### src/rtl/uart_param_core.sv
// uart_param_core: single-clock UART transmitter and receiver sharing one
// configuration word. Configurable data width, optional parity, one or two
// stop bits, per-direction baud divider and oversampling, 2-of-3 majority
// sampling on RX and break detection.
//
// Handshake: a word is accepted on any CLK edge where TX_VALID && TX_READY;
// TX_DATA and the configuration are latched on that edge and TX_READY drops.
// RX_VALID is a one-cycle pulse with no back-pressure; RX_DATA is held until
// the next completed frame, while the error/break flags last only that cycle.
//
// Debug state encoding (TX_STATE_DBG / RX_STATE_DBG):
// 0 IDLE, 1 START, 2 DATA, 3 PARITY, 4 STOP1, 5 STOP2.
module uart_param_core #(
   parameter int DATA_WIDTH = 8,
   parameter int PRESCALE_W = 6,
   parameter int DIV_W      = 16
) (
   input  logic                  CLK,
   input  logic                  RST,
   input  logic                  PAR_EN,
   input  logic                  PAR_TYP,
   input  logic                  STOP2,
   input  logic [PRESCALE_W-1:0] PRESCALE,
   input  logic [DIV_W-1:0]      BAUD_DIV,
   input  logic [DATA_WIDTH-1:0] TX_DATA,
   input  logic                  TX_VALID,
   output logic                  TX_READY,
   output logic                  TX_OUT,
   output logic                  TX_BUSY,
   input  logic                  RX_IN,
   output logic [DATA_WIDTH-1:0] RX_DATA,
   output logic                  RX_VALID,
   output logic                  PARITY_ERROR,
   output logic                  STOP_ERROR,
   output logic                  BREAK,
   output logic [2:0]            TX_STATE_DBG,
   output logic [2:0]            RX_STATE_DBG
);

   localparam int CNT_W = $clog2(DATA_WIDTH + 1);

   typedef enum logic [2:0] {
      S_IDLE   = 3'd0,
      S_START  = 3'd1,
      S_DATA   = 3'd2,
      S_PARITY = 3'd3,
      S_STOP1  = 3'd4,
      S_STOP2  = 3'd5
   } state_e;

   // Effective oversample ratio (at least 4) and divisor (at least 1).
   logic [PRESCALE_W-1:0] p_eff;
   logic [DIV_W-1:0]      d_eff;
   assign p_eff = (PRESCALE < PRESCALE_W'(4)) ? PRESCALE_W'(4) : PRESCALE;
   assign d_eff = (BAUD_DIV == '0) ? DIV_W'(1) : BAUD_DIV;

   // ---------------------------------------------------------------- TX
   state_e                tx_state_q, tx_state_d;
   logic [DATA_WIDTH-1:0] tx_shift_q, tx_shift_d;
   logic                  tx_par_q, tx_par_d;
   logic [CNT_W-1:0]      tx_bit_q, tx_bit_d;
   logic [DIV_W-1:0]      tx_div_q, tx_div_d;
   logic [PRESCALE_W-1:0] tx_os_q, tx_os_d;
   logic [PRESCALE_W-1:0] tx_plim_q, tx_plim_d;
   logic [DIV_W-1:0]      tx_dlim_q, tx_dlim_d;
   logic                  tx_paren_q, tx_paren_d;
   logic                  tx_stop2_q, tx_stop2_d;
   logic                  tx_out_q, tx_out_d;
   logic                  tx_tick, tx_bit_end;

   assign tx_tick    = (tx_div_q == tx_dlim_q);
   assign tx_bit_end = tx_tick && (tx_os_q == tx_plim_q);

   // TX next-state: handshake, bit sequencing and the registered line value.
   always_comb begin
      tx_state_d = tx_state_q;
      tx_shift_d = tx_shift_q;
      tx_par_d   = tx_par_q;
      tx_bit_d   = tx_bit_q;
      tx_div_d   = tx_div_q;
      tx_os_d    = tx_os_q;
      tx_plim_d  = tx_plim_q;
      tx_dlim_d  = tx_dlim_q;
      tx_paren_d = tx_paren_q;
      tx_stop2_d = tx_stop2_q;
      tx_out_d   = 1'b1;

      if (tx_state_q != S_IDLE) begin
         tx_div_d = tx_tick ? '0 : tx_div_q + 1'b1;
         if (tx_tick) tx_os_d = (tx_os_q == tx_plim_q) ? '0 : tx_os_q + 1'b1;
      end

      case (tx_state_q)
         S_IDLE: begin
            if (TX_VALID) begin
               tx_state_d = S_START;
               tx_shift_d = TX_DATA;
               tx_par_d   = PAR_TYP ? ~^TX_DATA : ^TX_DATA;
               tx_bit_d   = '0;
               tx_div_d   = '0;
               tx_os_d    = '0;
               tx_plim_d  = p_eff - 1'b1;
               tx_dlim_d  = d_eff - 1'b1;
               tx_paren_d = PAR_EN;
               tx_stop2_d = STOP2;
            end
         end
         S_START: if (tx_bit_end) tx_state_d = S_DATA;
         S_DATA: begin
            if (tx_bit_end) begin
               tx_shift_d = tx_shift_q >> 1;
               if (tx_bit_q == CNT_W'(DATA_WIDTH - 1)) tx_state_d = tx_paren_q ? S_PARITY : S_STOP1;
               else tx_bit_d = tx_bit_q + 1'b1;
            end
         end
         S_PARITY: if (tx_bit_end) tx_state_d = S_STOP1;
         S_STOP1:  if (tx_bit_end) tx_state_d = tx_stop2_q ? S_STOP2 : S_IDLE;
         S_STOP2:  if (tx_bit_end) tx_state_d = S_IDLE;
         default:  tx_state_d = S_IDLE;
      endcase

      // Line value follows the state being entered, so TX_OUT is glitch-free.
      case (tx_state_d)
         S_START:  tx_out_d = 1'b0;
         S_DATA:   tx_out_d = tx_shift_d[0];
         S_PARITY: tx_out_d = tx_par_d;
         default:  tx_out_d = 1'b1;
      endcase
   end

   // TX state register.
   always_ff @(posedge CLK) begin
      if (RST) begin
         tx_state_q <= S_IDLE;
         tx_shift_q <= '0;
         tx_par_q   <= 1'b0;
         tx_bit_q   <= '0;
         tx_div_q   <= '0;
         tx_os_q    <= '0;
         tx_plim_q  <= PRESCALE_W'(3);
         tx_dlim_q  <= '0;
         tx_paren_q <= 1'b0;
         tx_stop2_q <= 1'b0;
         tx_out_q   <= 1'b1;
      end else begin
         tx_state_q <= tx_state_d;
         tx_shift_q <= tx_shift_d;
         tx_par_q   <= tx_par_d;
         tx_bit_q   <= tx_bit_d;
         tx_div_q   <= tx_div_d;
         tx_os_q    <= tx_os_d;
         tx_plim_q  <= tx_plim_d;
         tx_dlim_q  <= tx_dlim_d;
         tx_paren_q <= tx_paren_d;
         tx_stop2_q <= tx_stop2_d;
         tx_out_q   <= tx_out_d;
      end
   end

   assign TX_READY     = (tx_state_q == S_IDLE);
   assign TX_BUSY      = (tx_state_q != S_IDLE);
   assign TX_OUT       = tx_out_q;
   assign TX_STATE_DBG = tx_state_q;

   // ---------------------------------------------------------------- RX
   logic                  rx_sync1_q, rx_sync2_q, rx_prev_q;
   state_e                rx_state_q, rx_state_d;
   logic [DIV_W-1:0]      rx_div_q, rx_div_d;
   logic [PRESCALE_W-1:0] rx_os_q, rx_os_d;
   logic [CNT_W-1:0]      rx_bit_q, rx_bit_d;
   logic [DATA_WIDTH-1:0] rx_shift_q, rx_shift_d;
   logic [1:0]            rx_v_q, rx_v_d;
   logic                  rx_par_bit_q, rx_par_bit_d;
   logic                  rx_perr_acc_q, rx_perr_acc_d;
   logic                  rx_serr_acc_q, rx_serr_acc_d;
   logic                  rx_szero_q, rx_szero_d;
   logic [PRESCALE_W-1:0] rx_plim_q, rx_plim_d;
   logic [PRESCALE_W-1:0] rx_half_q, rx_half_d;
   logic [DIV_W-1:0]      rx_dlim_q, rx_dlim_d;
   logic                  rx_paren_q, rx_paren_d;
   logic                  rx_partyp_q, rx_partyp_d;
   logic                  rx_stop2_q, rx_stop2_d;
   logic [DATA_WIDTH-1:0] rx_data_q, rx_data_d;
   logic                  rx_valid_q, rx_valid_d;
   logic                  rx_perr_q, rx_perr_d;
   logic                  rx_serr_q, rx_serr_d;
   logic                  rx_brk_q, rx_brk_d;
   logic                  rx_tick, rx_bit_end, rx_third, rx_maj, rx_fall, rx_par_exp;
   logic                  rx_fin;

   assign rx_fall    = rx_prev_q & ~rx_sync2_q;
   assign rx_tick    = (rx_div_q == rx_dlim_q);
   assign rx_bit_end = rx_tick && (rx_os_q == rx_plim_q);
   assign rx_third   = rx_tick && (rx_os_q == rx_half_q + 1'b1);
   // Third vote is the live synchronized sample taken at the third index.
   assign rx_maj     = (rx_v_q[0] & rx_v_q[1]) | (rx_v_q[0] & rx_sync2_q) | (rx_v_q[1] & rx_sync2_q);
   assign rx_par_exp = rx_partyp_q ? ~^rx_shift_q : ^rx_shift_q;

   // Synchronizer and edge register; idle-high after reset so no false edge.
   always_ff @(posedge CLK) begin
      if (RST) begin
         rx_sync1_q <= 1'b1;
         rx_sync2_q <= 1'b1;
         rx_prev_q  <= 1'b1;
      end else begin
         rx_sync1_q <= RX_IN;
         rx_sync2_q <= rx_sync1_q;
         rx_prev_q  <= rx_sync2_q;
      end
   end

   // RX next-state: start detection, majority voting, error and break flags.
   always_comb begin
      rx_state_d    = rx_state_q;
      rx_div_d      = rx_div_q;
      rx_os_d       = rx_os_q;
      rx_bit_d      = rx_bit_q;
      rx_shift_d    = rx_shift_q;
      rx_v_d        = rx_v_q;
      rx_par_bit_d  = rx_par_bit_q;
      rx_perr_acc_d = rx_perr_acc_q;
      rx_serr_acc_d = rx_serr_acc_q;
      rx_szero_d    = rx_szero_q;
      rx_plim_d     = rx_plim_q;
      rx_half_d     = rx_half_q;
      rx_dlim_d     = rx_dlim_q;
      rx_paren_d    = rx_paren_q;
      rx_partyp_d   = rx_partyp_q;
      rx_stop2_d    = rx_stop2_q;
      rx_data_d     = rx_data_q;
      rx_valid_d    = 1'b0;
      rx_perr_d     = 1'b0;
      rx_serr_d     = 1'b0;
      rx_brk_d      = 1'b0;
      rx_fin        = 1'b0;

      if (rx_state_q != S_IDLE) begin
         rx_div_d = rx_tick ? '0 : rx_div_q + 1'b1;
         if (rx_tick) rx_os_d = (rx_os_q == rx_plim_q) ? '0 : rx_os_q + 1'b1;
         if (rx_tick && (rx_os_q == rx_half_q - 1'b1)) rx_v_d[0] = rx_sync2_q;
         if (rx_tick && (rx_os_q == rx_half_q)) rx_v_d[1] = rx_sync2_q;
      end

      case (rx_state_q)
         S_IDLE: begin
            if (rx_fall) begin
               rx_state_d    = S_START;
               rx_div_d      = '0;
               rx_os_d       = '0;
               rx_bit_d      = '0;
               rx_v_d        = 2'b11;
               rx_perr_acc_d = 1'b0;
               rx_serr_acc_d = 1'b0;
               rx_szero_d    = 1'b1;
               rx_par_bit_d  = 1'b0;
               rx_plim_d     = p_eff - 1'b1;
               rx_half_d     = p_eff >> 1;
               rx_dlim_d     = d_eff - 1'b1;
               rx_paren_d    = PAR_EN;
               rx_partyp_d   = PAR_TYP;
               rx_stop2_d    = STOP2;
            end
         end
         S_START: begin
            if (rx_third && rx_maj) rx_state_d = S_IDLE;
            else if (rx_bit_end) rx_state_d = S_DATA;
         end
         S_DATA: begin
            if (rx_third) rx_shift_d = {rx_maj, rx_shift_q[DATA_WIDTH-1:1]};
            if (rx_bit_end) begin
               if (rx_bit_q == CNT_W'(DATA_WIDTH - 1)) rx_state_d = rx_paren_q ? S_PARITY : S_STOP1;
               else rx_bit_d = rx_bit_q + 1'b1;
            end
         end
         S_PARITY: begin
            if (rx_third) begin
               rx_par_bit_d  = rx_maj;
               rx_perr_acc_d = (rx_maj != rx_par_exp);
            end
            if (rx_bit_end) rx_state_d = S_STOP1;
         end
         S_STOP1: begin
            if (rx_third) begin
               if (!rx_maj) rx_serr_acc_d = 1'b1;
               else rx_szero_d = 1'b0;
               if (!rx_stop2_q) rx_fin = 1'b1;
            end
            if (!rx_fin && rx_bit_end) rx_state_d = S_STOP2;
         end
         S_STOP2: if (rx_third) rx_fin = 1'b1;
         default: rx_state_d = S_IDLE;
      endcase

      // Final stop sample: publish the frame and go idle for early resync.
      if (rx_fin) begin
         rx_state_d = S_IDLE;
         rx_valid_d = 1'b1;
         rx_data_d  = rx_shift_q;
         rx_perr_d  = rx_perr_acc_q;
         rx_serr_d  = rx_serr_acc_q | ~rx_maj;
         rx_brk_d   = (rx_shift_q == '0) && (!rx_paren_q || !rx_par_bit_q) && rx_szero_q && !rx_maj;
      end
   end

   // RX state register.
   always_ff @(posedge CLK) begin
      if (RST) begin
         rx_state_q    <= S_IDLE;
         rx_div_q      <= '0;
         rx_os_q       <= '0;
         rx_bit_q      <= '0;
         rx_shift_q    <= '0;
         rx_v_q        <= 2'b11;
         rx_par_bit_q  <= 1'b0;
         rx_perr_acc_q <= 1'b0;
         rx_serr_acc_q <= 1'b0;
         rx_szero_q    <= 1'b1;
         rx_plim_q     <= PRESCALE_W'(3);
         rx_half_q     <= PRESCALE_W'(2);
         rx_dlim_q     <= '0;
         rx_paren_q    <= 1'b0;
         rx_partyp_q   <= 1'b0;
         rx_stop2_q    <= 1'b0;
         rx_data_q     <= '0;
         rx_valid_q    <= 1'b0;
         rx_perr_q     <= 1'b0;
         rx_serr_q     <= 1'b0;
         rx_brk_q      <= 1'b0;
      end else begin
         rx_state_q    <= rx_state_d;
         rx_div_q      <= rx_div_d;
         rx_os_q       <= rx_os_d;
         rx_bit_q      <= rx_bit_d;
         rx_shift_q    <= rx_shift_d;
         rx_v_q        <= rx_v_d;
         rx_par_bit_q  <= rx_par_bit_d;
         rx_perr_acc_q <= rx_perr_acc_d;
         rx_serr_acc_q <= rx_serr_acc_d;
         rx_szero_q    <= rx_szero_d;
         rx_plim_q     <= rx_plim_d;
         rx_half_q     <= rx_half_d;
         rx_dlim_q     <= rx_dlim_d;
         rx_paren_q    <= rx_paren_d;
         rx_partyp_q   <= rx_partyp_d;
         rx_stop2_q    <= rx_stop2_d;
         rx_data_q     <= rx_data_d;
         rx_valid_q    <= rx_valid_d;
         rx_perr_q     <= rx_perr_d;
         rx_serr_q     <= rx_serr_d;
         rx_brk_q      <= rx_brk_d;
      end
   end

   assign RX_DATA      = rx_data_q;
   assign RX_VALID     = rx_valid_q;
   assign PARITY_ERROR = rx_perr_q;
   assign STOP_ERROR   = rx_serr_q;
   assign BREAK        = rx_brk_q;
   assign RX_STATE_DBG = rx_state_q;

endmodule

### config.mk
export PLATFORM = sky130hd
export DESIGN_NAME = uart_param_core
export DESIGN_NICKNAME = d
export VERILOG_FILES = /design/src/rtl/uart_param_core.sv
export SDC_FILE = /design/constraint.sdc
export NUM_CORES = 1
export LEC_CHECK = 0
export ABC_AREA = 1
export CAP_MARGIN = 10
export CORE_ASPECT_RATIO = 1.25
export CORE_MARGIN = 2
export CORE_UTILIZATION = 42
export CTS_CLUSTER_SIZE = 12
export DETAILED_ROUTE_END_ITERATION = 10
export GPL_TIMING_DRIVEN = 0
export PLACE_DENSITY = 0.6
export SYNTH_ARGS = -nofsm -noshare
export SYNTH_HDL_FRONTEND = slang
export SYNTH_SLANG_ARGS = --single-unit
### constraint.sdc
create_clock -name CLK -period 2.33 [get_ports CLK]
set_input_delay 0.466 -clock CLK [delete_from_list [all_inputs] [get_ports CLK]]
set_output_delay 0.466 -clock CLK [all_outputs]
set_load 0.05 [all_outputs]
==> results.md, run 1 <==
* Seq pwr share at 37.9%
* Core ar. at 19400 µm²
* Switching Fraction at 34.18%
* GP Congestion at 0.9368
* Number of enable flip-flop cells after synthesis at 0
* First-pass iteration count of the detailed router at 5
* Maxcap violations at 0
* Critical Path Source: TX_STATE_DBG[0]$_SDFF_PP0_
* Hold crit path type: flop to flop
* Syn nets at 1260
* Synth Cell Area at 8270 µm²
* H-tree depth at 4
* Placement Rows at 57
* Comb power frac at 26.4%
* First-pass GRT wire length at 36230 µm
* Fmax at 443.9 MHz
* Yosys warning count at 0
* Worst Path Arrival at 1.79 ns
* Remaining DRCs at 0
* Initial DRC count at 403
* WS Path Type: flop to primary output
* DP Area at 9174 µm²
* Clock share of power at 35.8%
* Reg2reg setup slack at 0.19 ns
* DIE HEIGHT at 160.9 µm
* Vias in the first global route at 7503
* Crit path capture type: primary output
* Reg2Reg Depth at 14
* Overall power at 7.618 mW
* Post-CTS Setup Bufs at 0
* Most frequent cells in the layout: 340 x nand2_1, 148 x dfxtp_1, 144 x inv_1
* Design area at 9804 µm²
* Clk slew on worst S/H paths at 0.06 ns
* ANT cells at 0
* Vias post-DR at 7865
* Most common cell after layout, fill and taps aside: nand2_1
* Vias per cell at 5.035
* #FFs+latches synth at 151
* CTS Sinks at 151
* Fin crit share at 96.69%
* Status: completed
* Final slew viol count at 0
* I/O pin count at 58
* Layout Nets at 1336
* Layout Utilization at 50.54%
* Internal power at 5.014 mW
* Routed length per instance at 14.38 µm
* CTS max path bufs at 2
* Pwr per Cell Area at 777.0 nW/µm²
* Post-Route WL at 22460 µm
* Sequential area share after synthesis at 36.55%
* Root Buffer: clkbuf_16
* Antenna violations before repair at 0
* Remaining Overflow, GRT at 0
* GRT Total Usage at 22.06%
* Worst Setup EP: TX_BUSY
* Initial Utilization at 42.63%
* Syn avg cell area at 6.841 µm²
* Die area at 20840 µm²
* CP startpoint kind: flop
* Synth cell types at 50
* Port Buffers at 57
* Final setup viols at 0
* Post-synth ARST share at 0%
* Primary FF master, synth: dfxtp_1
* Max_slew headroom at 41.99%
* Peak supply drop at 0.5125 mV
* Die W at 129.5 µm
* Share of layout cells above drive strength 1 at 9.483%
* LEAKAGE at 4.098 nW
* Minimum clock period at 2.253 ns
* Total CTS buffers at 17
* WP data required at 1.86 ns
* Worst slew pin tran at 0.8701 ns
* R2r endpoint: RX_DATA[7]$_SDFFE_PP0P_
* RSZ-0062 raised after global routing: false
* HPWL after detailed placement at 16930 µm
* Worst r2r src: rx_half_q[0]$_SDFFE_PP0P_
* Cell count after synthesis at 1209
* Net Switching at 2.604 mW
* Final hold vios at 0
* Crit path max fanout at 8
* Area grow syn2layout at 18.55%
* CTS tree: built
* Antenna viol nets, final at 0
* Clk Latency, worst-skew pair at 0.43 ns
* Largest net degree at the start of global routing at 17
* Fill cells at 2040
* Fin Clk Skew at 0.01082 ns
[flip-flops by register name, indices dropped and copies added, names as in the netlist, 2 cells and up]
name,count
rx_div_q,16
rx_dlim_q,16
tx_div_q,16
tx_dlim_q,16
RX_DATA,8
rx_shift_q,8
tx_shift_q,8
rx_os_q,6
rx_plim_q,6
tx_os_q,6
tx_plim_q,6
rx_half_q,5
rx_bit_q,4
tx_bit_q,4
RX_STATE_DBG,3
TX_STATE_DBG,3
rx_v_q,2
[area by class of cell]
class	count	area (µm²)	area share (%)
multi-input cells	866	4534	46.25
flip-flops and latches	151	3027	30.87
inverters	165	624.3	6.368
repair buffers	57	571.8	5.832
clock buffers	21	470.5	4.798
well taps	265	331.6	3.382
plain buffers	27	142.6	1.455
clock inverters	10	102.6	1.046
[power groups by stage]
| stage | Clock, mW | Sequential (mW) | Combinational (mW) |
|---|---|---|---|
| floorplan | 0 | 3.00 | 1.35 |
| CTS | 2.77 | 2.88 | 2.00 |
| detailed placement | 0 | 2.94 | 1.98 |
| global placement | 0 | 2.93 | 1.98 |
| finish | 2.73 | 2.88 | 2.01 |
| global route | 2.87 | 2.90 | 2.25 |
[worst min path at each step]
| stage | from | to | slack [ns] | cells past startpoint |
|---|---|---|---|---|
| floorplan | rx_sync1_q$_SDFF_PP1_ | rx_sync2_q$_SDFF_PP1_ | 0.39 | 1 |
| global placement | rx_sync1_q$_SDFF_PP1_ | rx_sync2_q$_SDFF_PP1_ | 0.39 | 1 |
| detailed placement | rx_sync1_q$_SDFF_PP1_ | rx_sync2_q$_SDFF_PP1_ | 0.40 | 1 |
| CTS | rx_sync1_q$_SDFF_PP1_ | rx_sync2_q$_SDFF_PP1_ | 0.41 | 1 |
| global route | rx_sync1_q$_SDFF_PP1_ | rx_sync2_q$_SDFF_PP1_ | 0.43 | 1 |
| finish | rx_sync1_q$_SDFF_PP1_ | rx_sync2_q$_SDFF_PP1_ | 0.41 | 1 |
[cell families after synthesis]
family,after synthesis,share of synthesized area [%]
fa+ha+maj,14,2.118
buf+inv,192,9.274
simple gates,598,31.88
flops,151,36.55
xor+xnor,58,6.142
compound gates,196,14.04
[through the flow]
stage | setup TNS, ns | worst slack, ns | hold WS, ns | std cells
finish | 0 | 0.07706 | 0.4067 | 1562
CTS | 0 | 0.007480 | 0.4119 | 1562
global placement | -20.96 | -0.5544 | 0.3950 | 1531
detailed placement | -22.60 | -0.5508 | 0.3978 | 1531
global route | 0 | 0.0006124 | 0.4282 | 1562
floorplan | 0 | 0.07588 | 0.3895 | 1209
[synth_stat cells (2+ instances only)]
cell type	instances	share of area, %
nand3_1	62	3.8
o31ai_1	2	0.18
o22ai_1	27	2.0
inv_2	18	0.82
nor4_1	5	0.38
xnor2_1	19	2.0
o21ai_2	8	0.85
nand4_1	13	0.98
a211oi_1	10	0.91
nor3_1	19	1.1
clkbuf_1	11	0.50
buf_6	3	0.41
o211ai_1	6	0.54
ha_1	14	2.1
or2_1	2	0.15
o21ai_1	7	0.42
nor3b_1	2	0.18
xor2_1	39	4.1
and2_1	2	0.15
nor2_4	9	1.2
a22oi_1	11	1.0
or2_2	4	0.30
a21oi_1	67	4.1
nor2_2	7	0.53
o21ai_0	50	3.0
dfxtp_1	151	37
clkinv_1	2	0.091
a221oi_1	2	0.21
o21ai_4	2	0.39
nand2_2	7	0.53
nor2_1	104	4.7
buf_2	11	0.67
nand3_2	2	0.24
inv_1	144	6.5
nand2_1	341	15
nand2_4	2	0.27
nand3b_1	11	1.0
[metal layers]
metal,track usage (%),vias to the layer above,routed length [µm]
met2,39.07,167,11200
met5,0,-,0
met1,26.38,3607,9939
met4,8.358,0,550
met3,3.797,36,767
li1,-,4055,-
[worst max-delay path, stage by stage (launching register included)]
cell and delay [ns]:
dfxtp_1 0.48, nor2_1 0.12, nand2_2 0.20, dlygate4sd2_1 0.56
[what timing repair did]
item,4_1_cts,5_1_grt
hold buffers,0,0
pin swaps,0,1
endpoints found under the setup margin,10,41
resized for setup,6,16
hold endpoints to repair,0,0
Power figures use the tool's default switching activity.
==> run 2: changes to the inputs <==
REMOVE_ABC_BUFFERS = 1   (was unset)
TNS_END_PERCENT = 30   (was unset)
==> results.md, run 2 (synthesis gave the netlist of run 1 again) <==
* Status: completed
* Most Crowded Layer GR: met2
* Final slew viol count at 0 (unchanged)
* WS Path Type: flop to primary output
* GRT Total Usage at 20.73% (-1.3 points)
* CTS tree: built
* First-pass GRT wire length at 34980 µm (-3.4%)
* Remaining DRCs at 0 (unchanged)
* Routed length per instance at 13.36 µm (-7.1%)
* Design area at 9751 µm² (-0.55%)
* Largest stage delay, worst path at 0.86 ns (+0.30 ns)
* LEAKAGE at 4.024 nW (-1.8%)
* Worst Setup EP: TX_STATE_DBG[0]
* Layout Nets at 1311 (-1.9%)
* Worst path bufs/invs at 1 (unchanged)
* Most frequent cells in the layout: 337 x nand2_1, 149 x dfxtp_1, 143 x inv_1
* CP startpoint kind: flop
* Antenna violations before repair at 1 (+1)
* DP Area at 9064 µm² (-1.2%)
* Max_slew headroom at 47.46% (+5.5 points)
* Reg2reg setup slack at 0.17 ns (-0.02 ns)
* Pwr per Cell Area at 781.7 nW/µm² (+0.61%)
* Remaining Overflow, GRT at 0 (unchanged)
* Die W at 129.5 µm (unchanged)
* Vias post-DR at 7595 (-3.4%)
* Maxcap violations at 0 (unchanged)
* GP Congestion at 0.8795 (-6.1%)
* GR Util met2 at 37.44% (-1.6 points)
* Delay-heaviest family, CP: buffers and inverters
* Vias in the first global route at 7438 (-0.87%)
* Die area at 20840 µm² (unchanged)
* Fin crit share at 95.29% (-1.4 points)
* Final setup viols at 0 (unchanged)
* Total CTS buffers at 17 (unchanged)
* Non-filler cells in the finished layout at 1538 (-1.5%)
* Minimum clock period at 2.220 ns (-0.03261 ns)
* Hold crit path type: flop to flop
* Clk Latency, worst-skew pair at 0.43 ns (about the same)
* DP Cell Count at 1506 (-1.6%)
* Crit-path cells: clkdlybuf4s50_1
* Post-Route WL at 20540 µm (-8.5%)
* Overall power at 7.622 mW (about the same)
* Crit path capture type: primary output
* Root Buffer: clkbuf_16
* Critical Path Source: TX_STATE_DBG[0]$_SDFF_PP0_
* Stages on the worst setup path at 1 (-2)
* RSZ-0062 raised after global routing: true
* HPWL after detailed placement at 15340 µm (-9.4%)
* Initial DRC count at 309 (-23%)
* Placement Rows at 57 (unchanged)
* CTS max path bufs at 2 (unchanged)
* I/O pin count at 58 (unchanged)
* Final hold vios at 0 (unchanged)
* Port Buffers at 57 (unchanged)
* Most common cell after layout, fill and taps aside: nand2_1
* Share of layout cells above drive strength 1 at 9.348% (-0.14 points)
* Worst slew pin tran at 0.7872 ns (-0.08291 ns)
* ANT cells at 0 (unchanged)
* Crit path max fanout at 8 (unchanged)
* Peak supply drop at 0.5669 mV (+11%)
* WP data required at 1.86 ns (about the same)
* Initial Utilization at 42.63% (unchanged)
* First-pass iteration count of the detailed router at 5 (unchanged)
* Reg2Reg Depth at 13 (-1)
* Core ar. at 19400 µm² (unchanged)
* Fin Clk Skew at 0.009891 ns (-0.0009304 ns)
* R2r endpoint: RX_DATA[0]$_SDFFE_PP0P_
* H-tree depth at 4 (unchanged)
* Antenna viol nets, final at 0 (unchanged)
* CP max-delay cell: clkdlybuf4s50_1
* Area grow syn2layout at 17.90%
* Global Route met1 Usage at 24.78% (-1.6 points)
* Hold_ws at 0.4061 ns (-0.0005350 ns)
* Largest net degree at the start of global routing at 37 (+20)
* Post-CTS Setup Bufs at 0 (unchanged)
* CTS Sinks at 151 (unchanged)
* DIE HEIGHT at 160.9 µm (unchanged)
* Hold_buf cts at 0 (unchanged)
* Clk slew on worst S/H paths at 0.06 ns (about the same)
* Fmax at 450.4 MHz (+1.5%)
* Worst r2r src: rx_half_q[1]$_SDFFE_PP1P_
* Worst Path Arrival at 1.75 ns (-0.04 ns)
* Met3 GRT Util at 3.464% (-0.33 points)
* Vias per cell at 4.938 (-1.9%)
-- run 2: timing repair --
item / CTS / global route
endpoints found under the setup margin: 54 / 70
resized for setup: 12 / 20
pin swaps: 0 / 1
-- run 2: cell type report --
class | instances | area, µm²
fillers | 2075 | 9648
flip-flops and latches | 151 | 3025
repair buffers | 59 | 609.3
multi-input cells | 866 | 4564
well taps | 265 | 331.6
clock buffers | 20 | 466.7
clock inverters | 12 | 120.1
inverters | 165 | 633.1
-- run 2: power breakdown --
part           total [mW]  switching (mW)  leakage, nW  internal [mW]
Clock                2.73            1.16        0.283           1.57
Sequential           2.88           0.139         1.23           2.74
Combinational        2.01            1.37         2.51          0.643
Total                7.62            2.67         4.02           4.95
-- run 2: how the worst min path moves through the flow --
stage	from	endpoint	slack, ns	cells after the start
after floorplan	rx_sync1_q$_SDFF_PP1_	rx_sync2_q$_SDFF_PP1_	0.39	1
after global placement	rx_sync1_q$_SDFF_PP1_	rx_sync2_q$_SDFF_PP1_	0.40	1
after detailed placement	rx_sync1_q$_SDFF_PP1_	rx_sync2_q$_SDFF_PP1_	0.39	1
after CTS	rx_sync1_q$_SDFF_PP1_	rx_sync2_q$_SDFF_PP1_	0.41	1
after global routing	rx_sync1_q$_SDFF_PP1_	rx_sync2_q$_SDFF_PP1_	0.42	1
final	rx_sync1_q$_SDFF_PP1_	rx_sync2_q$_SDFF_PP1_	0.41	1
-- run 2: per-stage QoR --
step | utilization (%) | setup TNS, ns | worst slack (ns)
global placement | 46.55 | -308.63 | -3.733
detailed placement | 46.72 | -43.02 | -1.111
floorplan | - | -5.144 | -0.2871
global route | 50.26 | -0.004351 | -0.004351
CTS | 49.89 | -0.5453 | -0.1135
finish | 50.26 | 0 | 0.1097
-- run 2: metal layers --
metal,part of all wire (%),vias up
li1,-,4027
met2,51,99
met3,2.9,30
met1,45,3437
met4,1.7,2
met5,0.063,-
